**config.mk**
```make
export PLATFORM = sky130hd
export DESIGN_NAME = calc_seq
export DESIGN_NICKNAME = d
export VERILOG_FILES = /design/src/rtl/calc_seq.sv
export SDC_FILE = /design/constraint.sdc
export NUM_CORES = 1
export LEC_CHECK = 0
export ABC_CLOCK_PERIOD_IN_PS = 3200
export CAP_MARGIN = 0
export CELL_PAD_IN_SITES_DETAIL_PLACEMENT = 1
export CELL_PAD_IN_SITES_GLOBAL_PLACEMENT = 2
export CORE_MARGIN = 8
export CORE_UTILIZATION = 32
export CTS_BUF_LIST = sky130_fd_sc_hd__clkbuf_2 sky130_fd_sc_hd__clkbuf_4 sky130_fd_sc_hd__clkbuf_8
export CTS_CLUSTER_SIZE = 10
export DETAILED_ROUTE_END_ITERATION = 8
export HOLD_SLACK_MARGIN = 0.1
export PLACE_DENSITY_LB_ADDON = 0.05
export SYNTH_ARGS = -nofsm -noshare
export SYNTH_HDL_FRONTEND = slang
export SYNTH_SLANG_ARGS = --single-unit
```
**constraint.sdc**
```tcl
create_clock -name clk -period 3.2 [get_ports clk]
set_input_delay 0.32 -clock clk [delete_from_list [all_inputs] [get_ports clk]]
set_output_delay 0.32 -clock clk [all_outputs]
set_load 0.02 [all_outputs]
```
**src/rtl/calc_seq.sv**
```systemverilog
// Calculator operand-entry and execution sequencer: builds decimal operands A and B,
// then runs add, sub or an N-cycle shift-add multiply and presents the result.
module calc_seq #(
  parameter int N = 8
) (
  input  logic         clk,
  input  logic         rst,
  input  logic         digit_stb_i,
  input  logic [3:0]   digit_i,
  input  logic         op_stb_i,
  input  logic [1:0]   op_i,
  input  logic         eq_stb_i,
  output logic [N-1:0] disp_o,
  output logic         res_valid_o,
  output logic         ovf_o,
  output logic         busy_o
);

  localparam int CW = $clog2(N + 1);
  localparam logic [1:0] OP_ADD = 2'b00;
  localparam logic [1:0] OP_SUB = 2'b01;
  localparam logic [1:0] OP_MUL = 2'b10;
  localparam logic [1:0] OP_CLR = 2'b11;

  typedef enum logic [1:0] {S_A, S_B, S_EXEC, S_RES} state_e;

  state_e         state_q, state_d;
  logic [N-1:0]   a_q, a_d;
  logic [N-1:0]   b_q, b_d;
  logic [N-1:0]   res_q, res_d;
  logic [1:0]     op_q, op_d;
  logic           b_started_q, b_started_d;
  logic           ovf_q, ovf_d;
  logic           res_valid_q, res_valid_d;
  logic [2*N-1:0] acc_q, acc_d;
  logic [2*N-1:0] mcand_q, mcand_d;
  logic [N-1:0]   mpl_q, mpl_d;
  logic [CW-1:0]  cnt_q, cnt_d;

  logic [N-1:0]   entry;
  logic [N+3:0]   entry_ext;
  logic [N+3:0]   entry_next;
  logic           digit_ok;
  logic [N:0]     sum;
  logic [N:0]     diff;
  logic [2*N-1:0] acc_next;
  logic           do_clear;

  always_comb begin
    entry      = (state_q == S_B) ? b_q : a_q;
    entry_ext  = {4'b0000, entry};
    entry_next = (entry_ext << 3) + (entry_ext << 1) + (N+4)'(digit_i);
    digit_ok   = digit_stb_i && (digit_i <= 4'd9);
    sum        = {1'b0, a_q} + {1'b0, b_q};
    diff       = {1'b0, a_q} - {1'b0, b_q};
    acc_next   = acc_q + (mpl_q[0] ? mcand_q : '0);

    state_d     = state_q;
    a_d         = a_q;
    b_d         = b_q;
    res_d       = res_q;
    op_d        = op_q;
    b_started_d = b_started_q;
    ovf_d       = ovf_q;
    res_valid_d = 1'b0;
    acc_d       = acc_q;
    mcand_d     = mcand_q;
    mpl_d       = mpl_q;
    cnt_d       = cnt_q;
    do_clear    = 1'b0;

    // eq outranks op, op outranks digit; only the winner acts
    case (state_q)
      S_A: begin
        if (eq_stb_i) begin
          res_d       = a_q;
          res_valid_d = 1'b1;
          state_d     = S_RES;
        end else if (op_stb_i) begin
          if (op_i == OP_CLR) begin
            do_clear = 1'b1;
          end else begin
            op_d        = op_i;
            b_d         = '0;
            b_started_d = 1'b0;
            state_d     = S_B;
          end
        end else if (digit_ok) begin
          a_d   = entry_next[N-1:0];
          ovf_d = ovf_q | (|entry_next[N+3:N]);
        end
      end
      S_B: begin
        if (eq_stb_i) begin
          acc_d   = '0;
          mcand_d = {{N{1'b0}}, a_q};
          mpl_d   = b_q;
          cnt_d   = '0;
          state_d = S_EXEC;
        end else if (op_stb_i) begin
          if (op_i == OP_CLR) begin
            do_clear = 1'b1;
          end else begin
            op_d        = op_i;
            b_d         = '0;
            b_started_d = 1'b0;
          end
        end else if (digit_ok) begin
          b_d         = entry_next[N-1:0];
          b_started_d = 1'b1;
          ovf_d       = ovf_q | (|entry_next[N+3:N]);
        end
      end
      S_EXEC: begin
        case (op_q)
          OP_SUB: begin
            res_d       = diff[N-1:0];
            ovf_d       = ovf_q | diff[N];
            res_valid_d = 1'b1;
            state_d     = S_RES;
          end
          OP_MUL: begin
            // one multiplier bit per cycle, LSB first
            acc_d   = acc_next;
            mcand_d = mcand_q << 1;
            mpl_d   = mpl_q >> 1;
            cnt_d   = cnt_q + 1'b1;
            if (cnt_q == CW'(N - 1)) begin
              res_d       = acc_next[N-1:0];
              ovf_d       = ovf_q | (|acc_next[2*N-1:N]);
              res_valid_d = 1'b1;
              state_d     = S_RES;
            end
          end
          default: begin
            res_d       = sum[N-1:0];
            ovf_d       = ovf_q | sum[N];
            res_valid_d = 1'b1;
            state_d     = S_RES;
          end
        endcase
      end
      S_RES: begin
        if (eq_stb_i) begin
          state_d = S_RES;
        end else if (op_stb_i) begin
          if (op_i == OP_CLR) begin
            do_clear = 1'b1;
          end else begin
            a_d         = res_q;
            op_d        = op_i;
            b_d         = '0;
            b_started_d = 1'b0;
            state_d     = S_B;
          end
        end else if (digit_ok) begin
          a_d     = N'(digit_i);
          ovf_d   = 1'b0;
          state_d = S_A;
        end
      end
      default: state_d = S_A;
    endcase

    if (do_clear) begin
      state_d     = S_A;
      a_d         = '0;
      b_d         = '0;
      res_d       = '0;
      op_d        = OP_ADD;
      b_started_d = 1'b0;
      ovf_d       = 1'b0;
      res_valid_d = 1'b0;
      acc_d       = '0;
      mcand_d     = '0;
      mpl_d       = '0;
      cnt_d       = '0;
    end
  end

  always_ff @(posedge clk) begin
    if (rst) begin
      state_q     <= S_A;
      a_q         <= '0;
      b_q         <= '0;
      res_q       <= '0;
      op_q        <= OP_ADD;
      b_started_q <= 1'b0;
      ovf_q       <= 1'b0;
      res_valid_q <= 1'b0;
      acc_q       <= '0;
      mcand_q     <= '0;
      mpl_q       <= '0;
      cnt_q       <= '0;
    end else begin
      state_q     <= state_d;
      a_q         <= a_d;
      b_q         <= b_d;
      res_q       <= res_d;
      op_q        <= op_d;
      b_started_q <= b_started_d;
      ovf_q       <= ovf_d;
      res_valid_q <= res_valid_d;
      acc_q       <= acc_d;
      mcand_q     <= mcand_d;
      mpl_q       <= mpl_d;
      cnt_q       <= cnt_d;
    end
  end

  // B is only shown once its first digit has arrived
  always_comb begin
    case (state_q)
      S_RES:   disp_o = res_q;
      S_A:     disp_o = a_q;
      default: disp_o = b_started_q ? b_q : a_q;
    endcase
  end

  assign busy_o      = (state_q == S_EXEC);
  assign res_valid_o = res_valid_q;
  assign ovf_o       = ovf_q;

endmodule

```
==> impl_metrics.toml <==
[timing]
fmax_mhz = 330
worst_pin_slew_ns = 0.621
slew_violations = 0
final.setup.worst_slack_ns = 0.172
rsz0062_at_grt = "no"
max_slew_margin = 0.583
skew_ns = 0.0146
hold_viol_final = 0
finalSetupViolCount = 0
post-route-min-period_ns = 3.03
finalCritPeriodShare = 0.946
finalSetupTns_ns = 0

[synth]
syn_area_um2 = 5430
yosysTopAreaCellShare = 0.277
synth_area_leader_cell = "dfxtp_1"
ys_warn_count = 0
synth_nets = 747
synth.area.top_cells = "dfxtp_1 28%, ha_1 12%, nor2_1 7.1%, a21oi_1 4.6%, a22oi_1 4.0%"
synth_edf_count = 0
synthArstFlopShare = 0
ys_types = 60
synth_area_per_cell_um2 = 8.01
synth_seq_cells = 75
synthCells = 678
seq_area_frac_synth = 0.277
synth_ff_type = "dfxtp_1"

[clock_network]
cts_root_buf = "clkbuf_8"
htreeDepth = 3
clk_pin_slew_ns = 0.09
clk_path_buf_depth = 2
cts_tree = "built"
cts_inserted_buffers = 9
clk_latency_ns = 0.39
clock-sinks = 75
cts_hold_buf = 0

[setup_path]
cp-end-kind = "flop"
cp_max_fo = 7
r2r_end = "b_q[6]"
r2r_cells = 12
critPathArrivalTime_ns = 3.30
r2r_setup_slack_ns = 0.17
crit_path_start_kind = "flop"
r2r_start = "state_q[1]"
crit_required_ns = 3.48
critical_path_class = "flop to flop"

[power_and_ir_drop]
clkPwrFrac = 0.234
p_sw_frac = 0.425
power.share.combinational = 0.439
powerDensity_nw_per_um2 = 556
internal_power_mw = 2.01
power_switching_mw = 1.48
pwr-share-seq = 0.327
total_power_mw = 3.49
leakagePower_nw = 2.62
peakVddDrop_mv = 0.257

[grt]
grt_use_met2 = 0.293
grtUsageTotal = 0.174
grt_overflow = 0
grt_first_pass_wirelength_um = 29600
grt_max_degree = 41
antenna_found_initial = 0
first_global_vias = 5382
top_usage_layer = "met2"
use_met1 = 0.215
use_met3 = 0.0321

[die]
start_util = 0.327
io_pins = 22
num_rows = 47
fp.dieW_um = 146
die_h_um = 146
dieArea_um2 = 21400
fp.coreArea_um2 = 16600

[min_path]
min_to = "acc_q[14]"
hold_start = "acc_q[14]"
hold_class = "flop to flop"
hold_depth = 2

[placed_design]
dp_slack_ns = -0.0191
dp_hpwl_um = 14300
gp_congestion = 0.856
io_buffer_count = 21

[routing]
wl_um = 18600
drc = 0
viasPerCell = 5.49
dr.pass1.iters = 6
num_vias = 5134
postRouteAntennaNets = 0
drtIter0Drc = 331
wire_per_inst_um = 19.9

[status]
status = "complete, no violations"

[layout]
final_nets = 779
n_antenna_cell = 0
areaGrowthSynthToFinish_pct = 15.5
drive_gt1_frac = 0.0993

[run]
max_cap_viol_count = 0
## worst max path at each step
stage                     cells after the start  slack, ns       start      to
after floorplan                              16      0.004  state_q[1]  b_q[7]
after global placement                       13       0.13  state_q[0]  b_q[7]
after detailed placement                     13      -0.02  state_q[0]  b_q[7]
after CTS                                    13       0.02  state_q[0]  b_q[7]
after global routing                         14       0.02  state_q[1]  b_q[6]
final                                        12       0.17  state_q[1]  b_q[6]
## worst max-delay path, cell delays in order (launching register included)
cell      delay, ns
dfxtp_1        0.33
inv_2          0.08
ha_4           0.19
buf_4          0.17
mux2_2         0.35
ha_1           0.30
ha_1           0.34
nor2b_1        0.14
o21ai_0        0.32
nand2b_1       0.12
xnor2_1        0.23
nor2_1         0.08
o221a_2        0.27
## through the flow
step | hold slack (ns) | cell area, um^2 | std cells | util
2_1_floorplan | 0.392 | 5440 | 678 | -
3_3_place_gp | 0.451 | 6040 | 919 | 0.364
3_5_place_dp | 0.455 | 6040 | 919 | 0.364
4_1_cts | 0.468 | 6250 | 935 | 0.377
5_1_grt | 0.487 | 6270 | 935 | 0.378
6_report | 0.467 | 6270 | 935 | 0.378
## synth_stat cells, types with 9 or more instances
library cell and n:
a211oi_1 15, nor3_1 9, a222oi_1 15, xor2_1 10
a22oi_1 29, xnor2_1 12, inv_1 49, o21ai_0 28
nand2b_1 9, mux2i_1 17, and2_1 17, ha_1 53
nand2_1 32, nor2b_1 11, dfxtp_1 75, nor2_1 102
clkbuf_1 28, a21oi_1 50
## final cells by class
class,count,area [um^2]
Sequential cell,75,1500
Timing Repair Buffer,54,458
Tap cell,220,275
Multi-Input combinational cell,521,3640
Clock inverter,6,72.6
Clock buffer,10,138
Fill cell,2032,10300
Inverter,49,184
## state kept, by name, indices dropped and copies added (netlist names)
register     flops
acc_q           16
ovf_o            1
mpl_q            8
state_q          2
b_q              8
cnt_q            4
op_q             2
a_q              8
mcand_q         16
res_valid_o      1
b_started_q      1
res_q            8
## repair_timing
item / CTS / global route
pin swaps: 0 / 6
endpoints found under the hold margin: 0 / 0
endpoints found under the setup margin: 3 / 4
setup buffers: 0 / 0
resized for setup: 1 / 6
## power by group through the flow
stage               logic (mW)  registers [mW]  clock network, mW
floorplan                0.996            1.13                  0
global placement          1.50            1.16                  0
detailed placement        1.53            1.16                  0
CTS                       1.53            1.14              0.849
global route              1.70            1.15              0.890
finish                    1.53            1.14              0.817
## layer usage
| layer | wire length, um | share of wire |
|---|---|---|
| met2 | 8940 | 0.48 |
| met1 | 8720 | 0.47 |
| met3 | 556 | 0.030 |
| met4 | 396 | 0.021 |
| met5 | 0 | 0 |
## placed cells by master, fill, tap and decap left out, types with 10 or more instances in the layout
cell type | synthesis | routed
and2_1 | 17 | 17
dfxtp_1 | 75 | 74
ha_1 | 53 | 52
a211oi_1 | 15 | 15
clkbuf_8 | 0 | 10
clkdlybuf4s50_1 | 0 | 21
o21ai_0 | 28 | 27
xor2_1 | 10 | 10
nor2_1 | 102 | 102
nor2b_1 | 11 | 11
buf_4 | 1 | 33
a22oi_1 | 29 | 29
inv_1 | 49 | 48
mux2i_1 | 17 | 17
nand2_1 | 32 | 32
a222oi_1 | 15 | 15
xnor2_1 | 12 | 12
a21oi_1 | 50 | 49
## logic make-up after synthesis
family          after synthesis  synth area share
simple gates                211             0.183
compound gates              207             0.263
buf+inv                      82            0.0574
flops                        75             0.277
fa+ha+maj                    58             0.141
mux                          23            0.0438
xor+xnor                     22            0.0355
Note: power is estimated with default switching activity, not from simulation.
